<file path="src/rtl/load_store_unit.sv">
// Load/store unit: byte lanes, extension, two-beat misaligned split.
// Define LSU_MISALIGN_TRAP_EN to trap misaligned accesses instead of splitting.
module load_store_unit #(
  parameter int ADDR_W = 32
) (
  input  logic              clk,
  input  logic              rst,
  input  logic              req_valid,
  output logic              req_ready,
  input  logic              req_we,
  input  logic [2:0]        req_funct3,
  input  logic [ADDR_W-1:0] req_addr,
  input  logic [31:0]       req_wdata,
  output logic              resp_valid,
  output logic [31:0]       resp_rdata,
  output logic              resp_err,
  output logic [ADDR_W-1:0] mem_addr,
  output logic              mem_we,
  output logic [3:0]        mem_be,
  output logic [31:0]       mem_wd,
  input  logic [31:0]       mem_rd
);

  localparam logic S_IDLE  = 1'b0;
  localparam logic S_SPLIT = 1'b1;

`ifdef LSU_MISALIGN_TRAP_EN
  localparam logic TRAP = 1'b1;
`else
  localparam logic TRAP = 1'b0;
`endif

  localparam logic [ADDR_W-1:0] WORD_STEP = ADDR_W'(4);

  logic              r_state;
  logic              r_we;
  logic [2:0]        r_f3;
  logic [1:0]        r_off;
  logic [ADDR_W-1:0] r_addr;
  logic [31:0]       r_wd_hi;
  logic [3:0]        r_be_hi;
  logic [31:0]       r_lo;
  logic              r_resp_valid;
  logic              r_resp_err;
  logic [31:0]       r_resp_rdata;

  logic              w_idle;
  logic              w_acc;
  logic [1:0]        w_off;
  logic [2:0]        w_sz;
  logic [3:0]        w_bm;
  logic              w_legal;
  logic              w_mis;
  logic              w_split;
  logic              w_err;
  logic [7:0]        w_mask8;
  logic [63:0]       w_wd64;
  logic [31:0]       w_rd_sh;
  logic [5:0]        w_hsh;
  logic [31:0]       w_merge;
  logic [ADDR_W-1:0] w_waddr;

  function automatic logic [31:0] f_ext(
    input logic [2:0]  f3,
    input logic [31:0] d
  );
    logic [31:0] v;
    case (f3)
      3'b000:  v = {{24{d[7]}}, d[7:0]};
      3'b001:  v = {{16{d[15]}}, d[15:0]};
      3'b100:  v = {24'b0, d[7:0]};
      3'b101:  v = {16'b0, d[15:0]};
      default: v = d;
    endcase
    return v;
  endfunction

  assign w_idle    = (r_state == S_IDLE);
  assign req_ready = w_idle;
  assign w_acc     = req_valid && w_idle && rst;
  assign w_off     = req_addr[1:0];
  assign w_waddr   = {req_addr[ADDR_W-1:2], 2'b00};

  always_comb begin
    w_sz = 3'd4;
    w_bm = 4'b1111;
    unique case (1'b1)
      (req_funct3[1:0] == 2'b00): begin w_sz = 3'd1; w_bm = 4'b0001; end
      (req_funct3[1:0] == 2'b01): begin w_sz = 3'd2; w_bm = 4'b0011; end
      default:                    begin w_sz = 3'd4; w_bm = 4'b1111; end
    endcase
  end

  always_comb begin
    w_legal = 1'b0;
    case (req_funct3)
      3'b000, 3'b001, 3'b010: w_legal = 1'b1;
      3'b100, 3'b101:         w_legal = !req_we;
      default:                w_legal = 1'b0;
    endcase
  end

  assign w_mis   = ({1'b0, w_off} + w_sz) > 3'd4;
  assign w_split = w_legal && w_mis && !TRAP;
  assign w_err   = !w_legal || (w_mis && TRAP);

  // Low nibble/word feeds the first beat, high half the second beat.
  assign w_mask8 = {4'b0000, w_bm} << w_off;
  assign w_wd64  = {32'b0, req_wdata} << {w_off, 3'b000};
  assign w_rd_sh = mem_rd >> {w_off, 3'b000};
  assign w_hsh   = {3'd4 - {1'b0, r_off}, 3'b000};
  assign w_merge = r_lo | (mem_rd << w_hsh);

  always_comb begin
    mem_addr = '0;
    mem_we   = 1'b0;
    mem_be   = 4'b0000;
    mem_wd   = 32'b0;
    if (rst) begin
      if (r_state == S_SPLIT) begin
        mem_addr = r_addr + WORD_STEP;
        mem_we   = r_we;
        mem_be   = r_be_hi;
        mem_wd   = r_wd_hi;
      end else if (w_acc && !w_err) begin
        mem_addr = w_waddr;
        mem_we   = req_we;
        mem_be   = w_mask8[3:0];
        mem_wd   = w_wd64[31:0];
      end
    end
  end

  always_ff @(posedge clk) begin
    if (!rst) begin
      r_state      <= S_IDLE;
      r_we         <= 1'b0;
      r_f3         <= 3'b000;
      r_off        <= 2'b00;
      r_addr       <= '0;
      r_wd_hi      <= 32'b0;
      r_be_hi      <= 4'b0000;
      r_lo         <= 32'b0;
      r_resp_valid <= 1'b0;
      r_resp_err   <= 1'b0;
      r_resp_rdata <= 32'b0;
    end else begin
      r_resp_valid <= 1'b0;
      if (r_state == S_SPLIT) begin
        r_state      <= S_IDLE;
        r_resp_valid <= 1'b1;
        r_resp_err   <= 1'b0;
        r_resp_rdata <= r_we ? 32'b0 : f_ext(r_f3, w_merge);
      end else if (w_acc) begin
        if (w_err) begin
          r_resp_valid <= 1'b1;
          r_resp_err   <= 1'b1;
          r_resp_rdata <= 32'b0;
        end else if (w_split) begin
          r_state <= S_SPLIT;
          r_we    <= req_we;
          r_f3    <= req_funct3;
          r_off   <= w_off;
          r_addr  <= w_waddr;
          r_wd_hi <= w_wd64[63:32];
          r_be_hi <= w_mask8[7:4];
          r_lo    <= w_rd_sh;
        end else begin
          r_resp_valid <= 1'b1;
          r_resp_err   <= 1'b0;
          r_resp_rdata <= req_we ? 32'b0 : f_ext(req_funct3, w_rd_sh);
        end
      end
    end
  end

  assign resp_valid = r_resp_valid;
  assign resp_err   = r_resp_err;
  assign resp_rdata = r_resp_rdata;

endmodule

</file>
<file path="config.mk">
export PLATFORM = sky130hd
export DESIGN_NAME = load_store_unit
export DESIGN_NICKNAME = d
export VERILOG_FILES = /design/src/rtl/load_store_unit.sv
export SDC_FILE = /design/constraint.sdc
export NUM_CORES = 1
export LEC_CHECK = 0
export BUFFER_PORTS_ARGS = -buffer_cell sky130_fd_sc_hd__clkbuf_2
export CORE_MARGIN = 1.5
export CORE_UTILIZATION = 28
export CTS_CLUSTER_SIZE = 30
export DETAILED_ROUTE_END_ITERATION = 12
export GPL_TIMING_DRIVEN = 0
export PLACE_DENSITY = 0.46
export SYNTH_ARGS = -nofsm -noshare
export SYNTH_HDL_FRONTEND = slang
export SYNTH_SLANG_ARGS = --single-unit
</file>
<file path="constraint.sdc">
create_clock -name clk -period 5.4 [get_ports clk]
set_clock_uncertainty 0.15 [all_clocks]
set_input_delay 0 -clock clk [delete_from_list [all_inputs] [get_ports clk]]
set_output_delay 0 -clock clk [all_outputs]
set_load 0.1 [all_outputs]
</file>
-- Word level (Yosys, flattened, before mapping)
Cells that the tools add are included.
- logic and storage cells: 80
- bits of input ports: 103
- output and inout bits: 104
- register bits after elaboration: 139
- $add $sub $neg: 3
- shift-type cells: 4
- muxes and demuxes: 30
- reductions and logical operators: 16
- equality and inequality tests: 10
- bitwise logic cells: 5
- magnitude comparators: 1
- operator list (operator ; number):
    $mux W32 ; 12
    $pmux W32 S4 ; 2
    $shl A32 B5 Y64 ; 1
    $add A32 B3 Y32 const B ; 1
    $or A32 B32 Y32 ; 1
    $shl A32 B6 Y32 ; 1
    $shr A32 B5 Y32 ; 1
    $eq A3 B3 Y1 const B ; 4
    $mux W4 ; 3
    $mux W1 ; 10
    $pmux W4 S2 ; 1
    $shl A4 B2 Y8 ; 1
    $eq A3 B1 Y1 const B ; 2
    $logic_not A3 Y1 ; 2
    $pmux W3 S2 ; 1
    $logic_and A1 B1 Y1 ; 4
    $not A1 Y1 ; 4
    $reduce_and A2 Y1 ; 2
    $reduce_and A4 Y1 ; 1
    $reduce_or A2 Y1 ; 2
    $reduce_or A4 Y1 ; 1
    $add A2 B3 Y3 ; 1
    $eq A3 B2 Y1 const B ; 1
    $gt A3 B3 Y1 const B ; 1
    other kinds (9) ; 9

-- Logic depth before layout (Yosys ltp)
- word-level depth: 9
- gate-level depth with buffers: 11
- gate-level depth less buffers: 8

-- Least setup slack after synthesis
No wires, ideal clock.
- kind: register -> output
- from: reg r_addr[4]
- to: out mem_addr[15]
- arrival: 3.512 ns
- required time: 5.250 ns
- setup slack: 1.738 ns
- cell stages (with the launch flop): 6
- path buffers: 0
- path through: dfxtp_1 -> nand4_1 -> nor4_4 -> nand2_1 -> xor2_1 -> a211oi_1
- longest elaborated chain between the ends: 3
- ends and longest elaborated chain (item ; line ; source):
    from (decl) ; 39 ; logic [ADDR_W-1:0] r_addr;
    from (signal assigned) ; 164 ; r_addr <= w_waddr;
    $add A32 B3 Y32 ; 121 ; mem_addr = r_addr + WORD_STEP;
    $mux W32 ; 120 ; if (r_state == S_SPLIT) begin
    $mux W32 ; 119 ; if (rst) begin
    to (decl) ; 17 ; output logic [ADDR_W-1:0] mem_addr,
Every way passes these cells.

-- Worst setup path after layout
- from: in req_funct3[0]
- to: reg r_resp_rdata[26], in the netlist resp_rdata[26]
- longest elaborated chain between the ends: 7
- elaborated cells between the ends (all ways): 22
- classes of those cells: 1 x add/sub; 1 x order compare; 6 x eq/ne; 8 x mux; 6 x reduce/logical
- ends and longest elaborated chain (item ; line ; source):
    from (decl) ; 11 ; input logic [2:0] req_funct3,
    $eq A2 B1 Y1, or another cell as far along ; 89 ; (req_funct3[1:0] == 2'b01): begin w_sz = 3'd2; w_bm = 4'b0011; end
    $pmux W3 S2 or $pmux W32 S4 (tied branches) ; 87, 68 ;
    $add A2 B3 Y3 or $mux W32 (tied branches) ; 103, 171 ;
    $gt A3 B3 Y1 or $mux W32 (tied branches) ; 103, 159 ;
    $logic_and A1 B1 Y1 or $mux W32 (tied branches) ; 104, 155 ;
    $ne A3 B3 Y1 (no source line) or $mux W32 (tied branches) ; -- ;
    $reduce_and A2 Y1 (no source line) or $mux W32 (tied branches) ; -- ;
    to (signal assigned) ; 153 ; r_resp_rdata <= r_we ? 32'b0 : f_ext(r_f3, w_merge);
    to (signal assigned) ; 171 ; r_resp_rdata <= req_we ? 32'b0 : f_ext(req_funct3, w_rd_sh);
    to (decl) ; 45 ; logic [31:0] r_resp_rdata;
Several ways; a longest one is shown, not always the timed one. The select of a mux whose other input is x is not followed.
A chain may end at the register's enable or synchronous reset.

==> impl_metrics.env <==
export IMPL_fin_util_pct=38.7
export IMPL_ys_warn_count=0
export IMPL_grt_max_degree=17
export IMPL_ys_types=57
export IMPL_ant_nets=0
export IMPL_final_cell_area_um2=11100
export IMPL_fin_setup_tns_ns=0
export IMPL_syn_area_per_cell_um2=7.40
export IMPL_drive_above_1_share_pct=23.6
export IMPL_dp_hpwl_um=26100
export IMPL_start_util_pct=28.4
export IMPL_nets=1509
export IMPL_post_route_min_period_ns=3.72
export IMPL_p_int_mw=2.02
export IMPL_nFillCells=3089
export IMPL_synth_edf_count=0
export IMPL_synth_area_leaders="dfxtp_1 (32%), nand2_1 (11%), a21oi_1 (7.8%)"
export IMPL_critPathKind="in2reg"
export IMPL_ys_flop_type="dfxtp_1"
export IMPL_clockBufferDepth=2
export IMPL_slew_headroom_pct=29.9
export IMPL_fmax_mhz=269
export IMPL_syn_inst=1098
export IMPL_slew_violations=0
export IMPL_seq_power_share_pct=33.1
export IMPL_switching_share_pct=34.9
export IMPL_rsz0062_at_grt="false"
export IMPL_yosysTopAreaCell="dfxtp_1"
export IMPL_p_leak_nw=4.22
export IMPL_status="finished, final reports clean"
export IMPL_dr_first_iter_drc_count=655
export IMPL_fin_ws_ns=1.68
export IMPL_drt_wl_total_um=34800
export IMPL_worst_pin_slew_ns=1.04
export IMPL_coreArea_um2=28600
export IMPL_endpoint_kind="flop"
export IMPL_r2r_end="resp_rdata[26]"
export IMPL_h_tree_depth=4
export IMPL_crit_path_end="resp_rdata[26]"
export IMPL_via_per_inst=5.08
export IMPL_dr_pass1_iters=5
export IMPL_pre_cts_ws_ns=1.71
export IMPL_vias=9135
export IMPL_antenna_found_initial=0
export IMPL_ys_seq_area_share_pct=32.0
export IMPL_power_mw=3.10
export IMPL_die_area_um2=30100
export IMPL_cts_root_buf="clkbuf_16"
export IMPL_vdd_ir_drop_max_v=0.000186
export IMPL_track_usage_pct=23.0
export IMPL_fin_cells=1799
export IMPL_min_path_type="in2reg"
export IMPL_globalRouteOverflowTotal=0
export IMPL_clk_pin_slew_ns=0.06
export IMPL_fin_crit_sh_pct=68.8
export IMPL_hold_ws_ns=0.0404
export IMPL_cts_sinks=130
export IMPL_io_pins=207
export IMPL_finalWeightedCongestion=0.862
export IMPL_dieHeight_um=173
export IMPL_hold_viol=0
export IMPL_cts_setup_buffers=0
export IMPL_r2r_slack_ns=1.69
export IMPL_synth_most_common_cell="nand2_1"
export IMPL_placed_cell_area_um2=9640
export IMPL_wire_per_inst_um=19.4
export IMPL_fp_row_count=62
export IMPL_port_buffers=204
export IMPL_combPwrFrac_pct=25.6
export IMPL_clock_latency_ns=0.43
export IMPL_route_detailed_drc=0
export IMPL_grt_pass1_vias=8860
export IMPL_syn_area_um2=8130
export IMPL_worst_r2r_path_depth=10
export IMPL_area_delta_synth_final_pct=36.2
export IMPL_grt_first_pass_wirelength_um=53200
export IMPL_net_switching_power_mw=1.08
export IMPL_pwr_share_clk_pct=41.3
export IMPL_ys_async_sr_fraction_pct=0
export IMPL_die_w_um=173
export IMPL_synth_seq_cells=130
export IMPL_power_density_nw_per_um2=280
export IMPL_yosysTopAreaCellShare_pct=32.0
export IMPL_crit_required_ns=5.55
export IMPL_cp_startpoint="req_funct3[0]"
export IMPL_dp_cells=1687
export IMPL_synth_common_cells="nand2_1 (233), dfxtp_1 (130), a21oi_1 (127)"
export IMPL_cp_arrival_ns=3.87
export IMPL_setup_viol=0
export IMPL_cts_tree="done"
export IMPL_start_kind="input pin"
export IMPL_cts_made_buffers=17
export IMPL_cp_max_fo=10
export IMPL_cap_violations=0
export IMPL_worstReg2RegStart="r_off[0]"
## how the worst min path moves through the flow
stage,end,slack (ns),from,cells past startpoint
final,resp_rdata[22],0.04,mem_rd[6],5
after global routing,resp_rdata[18],0.06,mem_rd[2],5
after CTS,resp_rdata[6],0.02,mem_rd[6],5
after detailed placement,r_addr[7],0.1,req_addr[7],3
after global placement,r_addr[31],0.1,req_addr[31],3
after floorplan,r_we,-0.01,req_we,2
## timing repair
item,in CTS,in global routing
hold endpoints to repair,100,0
hold buffers,79,0
gates resized for setup,0,0
## power groups by stage
stage	clock [mW]	sequential, mW	combinational, mW
floorplan	0	1.22	0.355
CTS	1.30	1.03	0.789
detailed placement	0	1.05	0.738
global route	1.35	1.03	0.837
global placement	0	1.05	0.740
finish	1.28	1.03	0.793
## cells in the final DEF, fill, tap and decap left out, types with 13 or more instances in the layout
cell type	n
nand2_1	233
clkbuf_2	204
dfxtp_1	130
a21oi_1	127
nor2_1	87
o21ai_0	79
dlygate4sd3_1	79
clkbuf_1	42
nand3_1	41
a211oi_1	33
mux2_2	33
buf_2	31
mux2i_1	31
a31oi_1	25
xor2_1	21
a22oi_1	21
clkbuf_16	17
nand3b_1	16
nand4_1	13
nand2b_1	13
## logic make-up after synthesis
family / count (synthesis) / synth area share (%)
buf+inv: 96 / 5.46
simple gates: 453 / 25.4
fa+ha+maj: 5 / 0.862
other cells: 1 / 0.0461
flops: 130 / 32.0
mux: 72 / 10.6
compound gates: 312 / 22.4
xor+xnor: 29 / 3.22
## area by class of cell
| cell class | count | area, um^2 | area share, % |
|---|---|---|---|
| multi-input cells | 873 | 5090 | 45.9 |
| flip-flops and latches | 130 | 2600 | 23.5 |
| repair buffers | 283 | 1810 | 16.4 |
| well taps | 384 | 480 | 4.34 |
| clock buffers | 20 | 467 | 4.21 |
| plain buffers | 87 | 410 | 3.71 |
| clock inverters | 12 | 178 | 1.60 |
| inverters | 9 | 33.8 | 0.305 |
| diodes | 1 | 2.50 | 0.0226 |
## state kept, by name, summed over array words and instances (netlist names)
| signal | count |
|---|---|
| r_be_hi | 3 |
| resp_valid | 1 |
| r_lo | 32 |
| r_off | 2 |
| r_wd_hi | 24 |
| r_addr | 30 |
| r_we | 1 |
| r_state | 1 |
| r_f3 | 3 |
| resp_err | 1 |
| resp_rdata | 32 |
## critical path, stage by stage
cell and delay, ns:
dlygate4sd3_1 0.56, clkbuf_2 0.16, clkbuf_1 0.23, nor2_1 0.64, ha_1 0.29, fa_1 0.40, nand2b_1 0.22, nand4_1 0.17
a31oi_1 0.16, a31oi_2 0.63, buf_4 0.30, a31oi_1 0.10
## routing by layer
layer	vias to the layer above	global-route usage [%]	part of all wire, %
li1	4474	-	-
met1	4353	32.1	48
met2	271	36.6	45
met3	37	3.07	4.6
met4	0	6.92	1.8
met5	-	0	0
Power figures use the tool's default switching activity.
